<file path="src/rtl/processor_sharing_pkg.sv">
// Shared constants and types for the stream scheduler: stream/buffer sizing,
// hold timing and the scheduler state encoding.
package processor_sharing_pkg;

  localparam int NSTREAM = 4;
  localparam int LOAD_W  = 6;
  localparam int FILL_W  = 5;
  localparam int DEPTH   = 16;
  localparam int HOLD    = 4;
  localparam int IDX_W   = $clog2(NSTREAM);
  localparam int HOLD_W  = $clog2(HOLD);

  // Sized copies so comparisons and loads stay width-matched.
  localparam logic [FILL_W-1:0] DEPTH_FILL = FILL_W'(DEPTH);
  localparam logic [HOLD_W-1:0] HOLD_LOAD  = HOLD_W'(HOLD - 1);

  typedef enum logic [1:0] {
    ST_IDLE   = 2'd0,
    ST_EVAL   = 2'd1,
    ST_COMMIT = 2'd2,
    ST_HOLD   = 2'd3
  } state_t;

  typedef logic [LOAD_W-1:0] load_t;

endpackage

</file>
<file path="src/rtl/load_tracker.sv">
// Per-stream decaying load estimate: saturating count-up while the stream is
// active, halves every idle cycle.
module load_tracker
  import processor_sharing_pkg::*;
(
  input  logic  clk,
  input  logic  rst,
  input  logic  active,
  output load_t L
);

  load_t r_load;
  logic  w_sat;

  assign w_sat = (r_load == '1);

  always_ff @(posedge clk or posedge rst) begin
    if (rst) begin
      r_load <= '0;
    end else if (active) begin
      if (!w_sat) begin
        r_load <= r_load + 1'b1;
      end
    end else begin
      r_load <= r_load >> 1;
    end
  end

  assign L = r_load;

endmodule

</file>
<file path="src/rtl/stream_scheduler.sv">
// Moves the heaviest input stream onto the least-full processor buffer at a
// rate limited by a hold period; drives the registered per-stream select lines.
module stream_scheduler
  import processor_sharing_pkg::*;
(
  input  logic                           clk,
  input  logic                           rst,
  input  logic [NSTREAM-1:0]             active,
  input  logic [FILL_W-1:0]              fill0,
  input  logic [FILL_W-1:0]              fill1,
  output logic [NSTREAM-1:0]             sel,
  output logic                           reassign,
  output logic [IDX_W-1:0]               heavy_idx,
  output state_t                         dbg_state,
  output logic [NSTREAM-1:0][LOAD_W-1:0] dbg_load
);

  function automatic logic [IDX_W-1:0] heaviest(
    input logic [NSTREAM-1:0][LOAD_W-1:0] loads
  );
    logic [IDX_W-1:0]  idx;
    logic [LOAD_W-1:0] best;
    idx  = '0;
    best = loads[0];
    // Strict greater-than keeps the lowest index on ties.
    for (int i = 1; i < NSTREAM; i++) begin
      if (loads[i] > best) begin
        best = loads[i];
        idx  = IDX_W'(i);
      end
    end
    return idx;
  endfunction

  function automatic logic least_full(
    input logic [FILL_W-1:0] f0,
    input logic [FILL_W-1:0] f1
  );
    return (f0 <= f1) ? 1'b0 : 1'b1;
  endfunction

  logic [NSTREAM-1:0][LOAD_W-1:0] w_load;
  logic [IDX_W-1:0]               w_heavy;
  logic                           w_tgt;
  logic [FILL_W-1:0]              w_tgt_fill;
  logic                           w_all_zero;
  logic                           w_move;

  state_t              r_state;
  logic [NSTREAM-1:0]  r_sel;
  logic                r_reassign;
  logic [IDX_W-1:0]    r_heavy;
  logic [HOLD_W-1:0]   r_hold;

  for (genvar g = 0; g < NSTREAM; g++) begin : g_track
    load_tracker u_track (
      .clk    (clk),
      .rst    (rst),
      .active (active[g]),
      .L      (w_load[g])
    );
  end

  assign w_heavy    = heaviest(w_load);
  assign w_tgt      = least_full(fill0, fill1);
  assign w_tgt_fill = w_tgt ? fill1 : fill0;
  assign w_all_zero = (w_load == '0);
  // Fill levels at or above capacity count as full, so no move onto them.
  assign w_move     = (r_sel[w_heavy] != w_tgt) && (w_tgt_fill < DEPTH_FILL);

  always_ff @(posedge clk or posedge rst) begin
    if (rst) begin
      r_state    <= ST_IDLE;
      r_sel      <= '0;
      r_reassign <= 1'b0;
      r_heavy    <= '0;
      r_hold     <= '0;
    end else begin
      r_reassign <= 1'b0;
      case (r_state)
        ST_IDLE: begin
          if (!w_all_zero) begin
            r_state <= ST_EVAL;
          end
        end
        ST_EVAL: begin
          if (w_all_zero) begin
            r_state <= ST_IDLE;
          end else if (w_move) begin
            r_sel[w_heavy] <= w_tgt;
            r_heavy        <= w_heavy;
            r_reassign     <= 1'b1;
            r_state        <= ST_COMMIT;
          end
        end
        ST_COMMIT: begin
          r_hold  <= HOLD_LOAD;
          r_state <= ST_HOLD;
        end
        ST_HOLD: begin
          if (r_hold == '0) begin
            r_state <= ST_EVAL;
          end else begin
            r_hold <= r_hold - 1'b1;
          end
        end
        default: r_state <= ST_IDLE;
      endcase
    end
  end

  assign sel       = r_sel;
  assign reassign  = r_reassign;
  assign heavy_idx = r_heavy;
  assign dbg_state = r_state;
  assign dbg_load  = w_load;

endmodule
</file>
<file path="config.mk">
export PLATFORM = sky130hd
export DESIGN_NAME = stream_scheduler
export DESIGN_NICKNAME = d
export VERILOG_FILES = /design/src/rtl/processor_sharing_pkg.sv /design/src/rtl/load_tracker.sv /design/src/rtl/stream_scheduler.sv
export SDC_FILE = /design/constraint.sdc
export NUM_CORES = 1
export LEC_CHECK = 0
export ABC_AREA = 1
export CORE_MARGIN = 1.5
export CORE_UTILIZATION = 40
export CTS_CLUSTER_DIAMETER = 40
export DETAILED_ROUTE_END_ITERATION = 16
export PLACE_DENSITY = 0.69
export SLEW_MARGIN = 5
export SYNTH_ARGS = -nofsm -noshare
export SYNTH_HDL_FRONTEND = slang
export SYNTH_HIERARCHICAL = 1
export SYNTH_SLANG_ARGS = --single-unit
export TNS_END_PERCENT = 1
</file>
<file path="constraint.sdc">
create_clock -name clk -period 5.6 [get_ports clk]
set_clock_uncertainty 0.15 [all_clocks]
set_input_delay 0.56 -clock clk [delete_from_list [all_inputs] [get_ports clk]]
set_output_delay 0.56 -clock clk [all_outputs]
set_load 0.02 [all_outputs]
</file>
# After elaboration in Yosys (flattened, before gate mapping)
# Cells that the tools add are included.
dict set report op_classes {
  reduce_logical 9
  bitwise_logic 1
  add_sub_neg 5
  mux 30
  n_lt_le_gt_ge 7
  eq_ne 16
}
# cell count
set op_table {}
lappend op_table {{$mux 6} 10}
lappend op_table {{$add 6x1->6 const B} 4}
lappend op_table {{$eq 6x6->1 const B} 4}
lappend op_table {{$logic_not 24->1} 1}
lappend op_table {{$gt 6x6->1} 3}
lappend op_table {{$mux 2} 7}
lappend op_table {{$ne 2x2->1 const B} 7}
lappend op_table {{$pmux 2 s4} 1}
lappend op_table {{$mux 1} 7}
lappend op_table {{$reduce_and 3->1} 2}
lappend op_table {{$le 5x5->1} 1}
lappend op_table {{$lt 5x5->1 const B} 1}
lappend op_table {{$mux 5} 1}
lappend op_table {{$bwmux 4} 1}
lappend op_table {{$eq 2x2->1 const B} 2}
lappend op_table {{$logic_not 2->1} 2}
lappend op_table {{$pmux 2 s2} 1}
lappend op_table {{$lt 2x3->1 const B} 1}
lappend op_table {{$ne 3x3->1 const B} 1}
lappend op_table {{$bmux 1 s2} 1}
lappend op_table {{$demux 1 s2} 1}
lappend op_table {{$eq 2x1->1 const B} 1}
lappend op_table {{$ge 2x1->1 const B} 1}
lappend op_table {{$logic_and 1x1->1} 2}
lappend op_table {{5 further kinds} 5}
dict set report totals {
  ff_bits 35
  wordCells 77
  inputBits 16
}

# Depth between registers and ports, before layout
dict set report depth {
  depth_word 13
  ltp_mapped 39
  depth_no_buf 37
}

# Modules after synthesis
# The synthesis kept the hierarchy.
# module seq_area_each_um2 area_per_inst_um2 n_inst cells_each
set by_module_without_submodules {}
lappend by_module_without_submodules {stream_scheduler 275.3 1554.0 1 231}
lappend by_module_without_submodules {load_tracker 150.1 352.8 4 45}

# Worst setup path after synthesis
# No wires, ideal clock.
dict set report synth_path {
  path_type {reg-to-reg}
  from {reg g_track[0].u_track.r_load[3]}
  to {reg r_heavy[1], in the netlist heavy_idx[1]}
  t_required_ps 5335
  path_stages_with_launch 32
  setup_ps 115
  path_slack_ps 1350
  arrival_time_ps 3985
  n_path_buf 2
  path_cell_list {dfrtp_1 inv_1 ha_1 nand2_1 nor2_2 nand2_1 nand3_2 nand2_2 buf_2 o21ai_0 ha_1 a21oi_1 nand3_2 nand2_4 clkbuf_1 o21ai_0 ha_1 nand2_1 nor2_2 nand3_1 nand2_4 inv_4 nand2_2 nand2_2 inv_2 nand3_1 nand2_2 nand2_4 nand2_4 inv_4 nand2_2 nand2_2}
}
dict set report synth_between {
  elab_chain_len 11
  word_cells_on_any_way 15
  classes_between {order compare: 3; eq/ne: 1; mux: 7; bitwise: 1; reduce/logical: 3}
}
# element line
set synth_lines {}
lappend synth_lines {{start, declared} load_tracker.sv:12} ;# load_t r_load;
lappend synth_lines {{start signal, assigned} load_tracker.sv:22} ;# r_load <= r_load + 1'b1;
lappend synth_lines {{start signal, assigned} load_tracker.sv:25} ;# r_load <= r_load >> 1;
lappend synth_lines {{$gt 6x6->1} stream_scheduler.sv:27} ;# if (loads[i] > best) begin
lappend synth_lines {{$mux 6} stream_scheduler.sv:27}
lappend synth_lines {{$gt 6x6->1} stream_scheduler.sv:27}
lappend synth_lines {{$mux 6} stream_scheduler.sv:27}
lappend synth_lines {{$gt 6x6->1} stream_scheduler.sv:27}
lappend synth_lines {{$mux 2} stream_scheduler.sv:27}
lappend synth_lines {{$bmux 1 s2} stream_scheduler.sv:69} ;# assign w_move = (r_sel[w_heavy] != w_tgt) && (w_tgt_fill < DEPTH_FILL);
lappend synth_lines {{$mux 1 (implied by the code)} stream_scheduler.sv:69}
lappend synth_lines {{$ne 1x1->1} stream_scheduler.sv:69}
lappend synth_lines {{$logic_and 1x1->1} stream_scheduler.sv:69}
lappend synth_lines {{$reduce_and 3->1 (no line)} --}
lappend synth_lines {{end signal, assigned} stream_scheduler.sv:91} ;# r_heavy <= w_heavy;
lappend synth_lines {{end, declared} stream_scheduler.sv:52} ;# logic [IDX_W-1:0] r_heavy;
# Parallel ways exist; a longest one is shown, timed or not. The select of a mux whose other input is x is not followed.
# A chain may end at the register's enable or synchronous reset.

# Worst setup path after layout
dict set report layout_path {
  from {reg g_track[0].u_track.r_load[3]}
  to {reg r_state[0], in the netlist dbg_state[0]}
}
dict set report layout_between {
  elab_chain_len 12
  word_cells_on_any_way 18
  classes_between {order compare: 3; eq/ne: 3; mux: 9; reduce/logical: 3}
}
# element line
set layout_lines {}
lappend layout_lines {{$gt 6x6->1} stream_scheduler.sv:27}
lappend layout_lines {{$mux 6} stream_scheduler.sv:27}
lappend layout_lines {{$gt 6x6->1} stream_scheduler.sv:27}
lappend layout_lines {{$mux 6} stream_scheduler.sv:27}
lappend layout_lines {{$gt 6x6->1} stream_scheduler.sv:27}
lappend layout_lines {{$mux 2} stream_scheduler.sv:27}
lappend layout_lines {{$bmux 1 s2} stream_scheduler.sv:69}
lappend layout_lines {{$mux 1 (implied by the code)} stream_scheduler.sv:69}
lappend layout_lines {{$ne 1x1->1} stream_scheduler.sv:69}
lappend layout_lines {{$logic_and 1x1->1} stream_scheduler.sv:69}
lappend layout_lines {{$ne 3x3->1 (no line)} --}
lappend layout_lines {{$reduce_and 3->1 (no line)} --}
lappend layout_lines {{end signal, assigned} stream_scheduler.sv:73} ;# r_state <= ST_IDLE;
lappend layout_lines {{end signal, assigned} stream_scheduler.sv:83} ;# r_state <= ST_EVAL;
lappend layout_lines {{end signal, assigned} stream_scheduler.sv:88} ;# r_state <= ST_IDLE;
lappend layout_lines {{end, declared} stream_scheduler.sv:49} ;# state_t r_state;
# Parallel ways exist; a longest one is shown, timed or not. The select of a mux whose other input is x is not followed.

==> impl_metrics.csv <==
group,metric,value,unit
power,power.density,584,mW/mm²
sta,rsz0062_at_grt,"false",
clocking,cts_buffers,5,
clocking,root_buffer,"clkbuf_8",
job,maxCapViolations,0,
cells_and_area,area_growth,24.1,%
setup_path,crit_path_max_incr_delay,520,ps
power,ir_drop,0.320,mV
route,drc,0,
setup_path,reg2reg_from,"g_track[0].u_track/L[3]",
route,drt-wirelength-per-cell,11.8,µm
global_routing,grtUsageTotal,18.2,%
clocking,postCtsHoldBufs,0,
min_path,holdPathStages,2,
clocking,cts_tree,"yes",
clocking,ctsResizeCount,0,
logic_synthesis,syn_inst,411,
logic_synthesis,yosysWarnings,6,
logic_synthesis,synth-seq-cells,35,
outcome,status,"finished clean",
die,row_count,31,
sta,setup_tns,0,ps
clocking,post-cts-setup-buffer-count,0,
power,p_leak,0.00184,µW
setup_path,criticalPathCategory,"reg2reg",
logic_synthesis,synth_edf_count,0,
sta,relSlewSlack,72.6,%
die,fp.dieW,89.1,µm
logic_synthesis,yosysSeqAreaShare,29.5,%
clocking,cts_max_level,2,
logic_synthesis,yosys-top-cells-area,"dfrtp_1 (30%), nand2_1 (15%), ha_1 (14%)",
die,core_region_area,0.00721,mm²
sta,final-setup-viol-count,0,
global_routing,antenna_found_initial,0,
route,drtPass1Iterations,4,
setup_path,critPathMostFrequentCell,"nand2_1",
place,dpl.cell_count,556,
clocking,clk_latency,280,ps
route,via_per_inst,4.83,
sta,worstMarginPinSlew,410,ps
sta,fmax,0.228,GHz
setup_path,critPathLaunchType,"register",
global_routing,grt_first_pass_wirelength,11.5,mm
cells_and_area,layout-drive-gt1-share,11.6,%
global_routing,grt_pass1_vias,2557,
setup_path,crit_path_end_kind,"register",
die,pin_count,49,
setup_path,r2r_cells,25,
clocking,path_clk_slew,80,ps
cells_and_area,diodes,0,
place,pre_cts_slack,1200,ps
sta,finalHoldViolCount,0,
min_path,min-delay-start,"heavy_idx[1]",
logic_synthesis,synth_most_common_cell,"nand2_1",
die,initial_utilization,41.1,%
logic_synthesis,synthTopCellsByCount,"nand2_1 (119), inv_1 (60), dfrtp_1 (35), ha_1 (33), nand3_1 (30)",
logic_synthesis,synth_top_area_share,29.5,%
logic_synthesis,ys_async_sr_fraction,100,%
logic_synthesis,synth_area,0.00297,mm²
logic_synthesis,synth_nets,460,
min_path,hold_class,"reg2reg",
route,wl,6.63,mm
die,die-area,0.00794,mm²
die,die_h,89.1,µm
route,ant_nets,0,
sta,worst_slack,1220,ps
setup_path,critPathSlowestCell,"dfrtp_1",
cells_and_area,nNetsFinal,513,
setup_path,cp.required,5630,ps
clocking,clock_path_buffers,2,
place,place_congestion,0.868,
cells_and_area,finalNonFillerCells,564,
logic_synthesis,synth_top_area_cell,"dfrtp_1",
setup_path,startpoint,"g_track[0].u_track/L[3]",
place,dpl.hpwl,5.14,mm
global_routing,grt_overflow,0,
route,num_vias,2726,
place,place.port_buffers,48,
logic_synthesis,yosysUniqueCellTypes,27,
setup_path,path_max_fanout,17,
clocking,cts.sinks,35,
logic_synthesis,syn_area_per_cell,7.21,µm²
sta,min_period_over_period,78.2,%
global_routing,grt_max_degree,18,
logic_synthesis,synthFlopType,"dfrtp_1",
sta,slew_violations,0,
setup_path,arrival,4410,ps
route,drtIter0Drc,89,
sta,finalCriticalPeriod,4380,ps
[logic make-up (layout without fill, tap and decap cells)]
logic type	after synthesis	count (layout)	synth area share [%]
fa+ha+maj	33	33	13.9
simple gates	217	217	36.5
flops	35	35	29.5
buf+inv	70	124	9.11
xor+xnor	8	8	2.36
compound gates	48	48	8.61
[final cells by class]
cell class	instances	area [µm²]
inverter	67	256
clock inverter	2	35.0
timing repair buffer	49	488
fill	733	3530
tap	99	124
sequential	35	876
clock buffer	6	82.6
multi-input combinational	306	1820
[worst max-delay path: cells and delay by family, from the launching register on]
kind                       cells  cell delay, ps
and+or+nand+nor               18            1870
buffers and inverters          1             110
adders and majority gates      3             940
DFF                            1             520
AOI/OAI and AO/OA              3             680
[layer usage]
layer / share of wire (%) / vias up / global-route usage (%)
met5: 0 / - / 0
met1: 49 / 1225 / 24.3
met3: 3.8 / 10 / 2.40
li1: - / 1431 / -
met2: 46 / 60 / 30.3
met4: 1.5 / 0 / 6.01
[state kept, by name (all words and copies together) (netlist names)]
name,count
reassign,1
r_hold,2
dbg_state,2
g_track.u_track/L,24
heavy_idx,2
sel,4
[cell usage in the layout (no fill, tap or decap), drive strengths merged]
cell and n:
a21boi 1, a21oi 11, buf 1, bufinv 1
clkbuf 6, clkdlybuf4s50 48, clkinv 1, dfrtp 35
ha 33, inv 67, nand2 131, nand3 42
nand4 10, nor2 27, nor4 3, o211ai 4
o21a 1, o21ai 31, or2 4, xnor2 8
[stage by stage]
| stage | util [%] | hold WS, ps | power, µW | cell area (µm²) |
|---|---|---|---|---|
| global placement | 49.4 | 332 | 1890 | 3560 |
| finish | 51.0 | 346 | 2150 | 3680 |
| CTS | 51.0 | 349 | 2170 | 3680 |
| global route | 51.0 | 384 | 2410 | 3680 |
| floorplan | - | 201 | 1520 | 2970 |
| detailed placement | 49.4 | 335 | 1920 | 3560 |
[power by group]
| group | total, µW | switching [µW] | leakage [µW] | internal [µW] |
|---|---|---|---|---|
| Combinational | 1410 | 852 | 0.00134 | 556 |
| Clock | 240 | 96.1 | 0.0000612 | 144 |
| Sequential | 503 | 165 | 0.000438 | 338 |
[path summary, 6_finish.rpt]
path	endpoint	slack, ps
min in group asynchronous	g_track[3].u_track/L[1]	600
setup reg to reg	dbg_state[0]	1220
max in group asynchronous	dbg_state[0]	4330
hold / removal	heavy_idx[1]	350
hold reg to reg	heavy_idx[1]	350
setup / recovery	dbg_state[0]	1220
No activity file was read; power rests on OpenSTA's default activity.
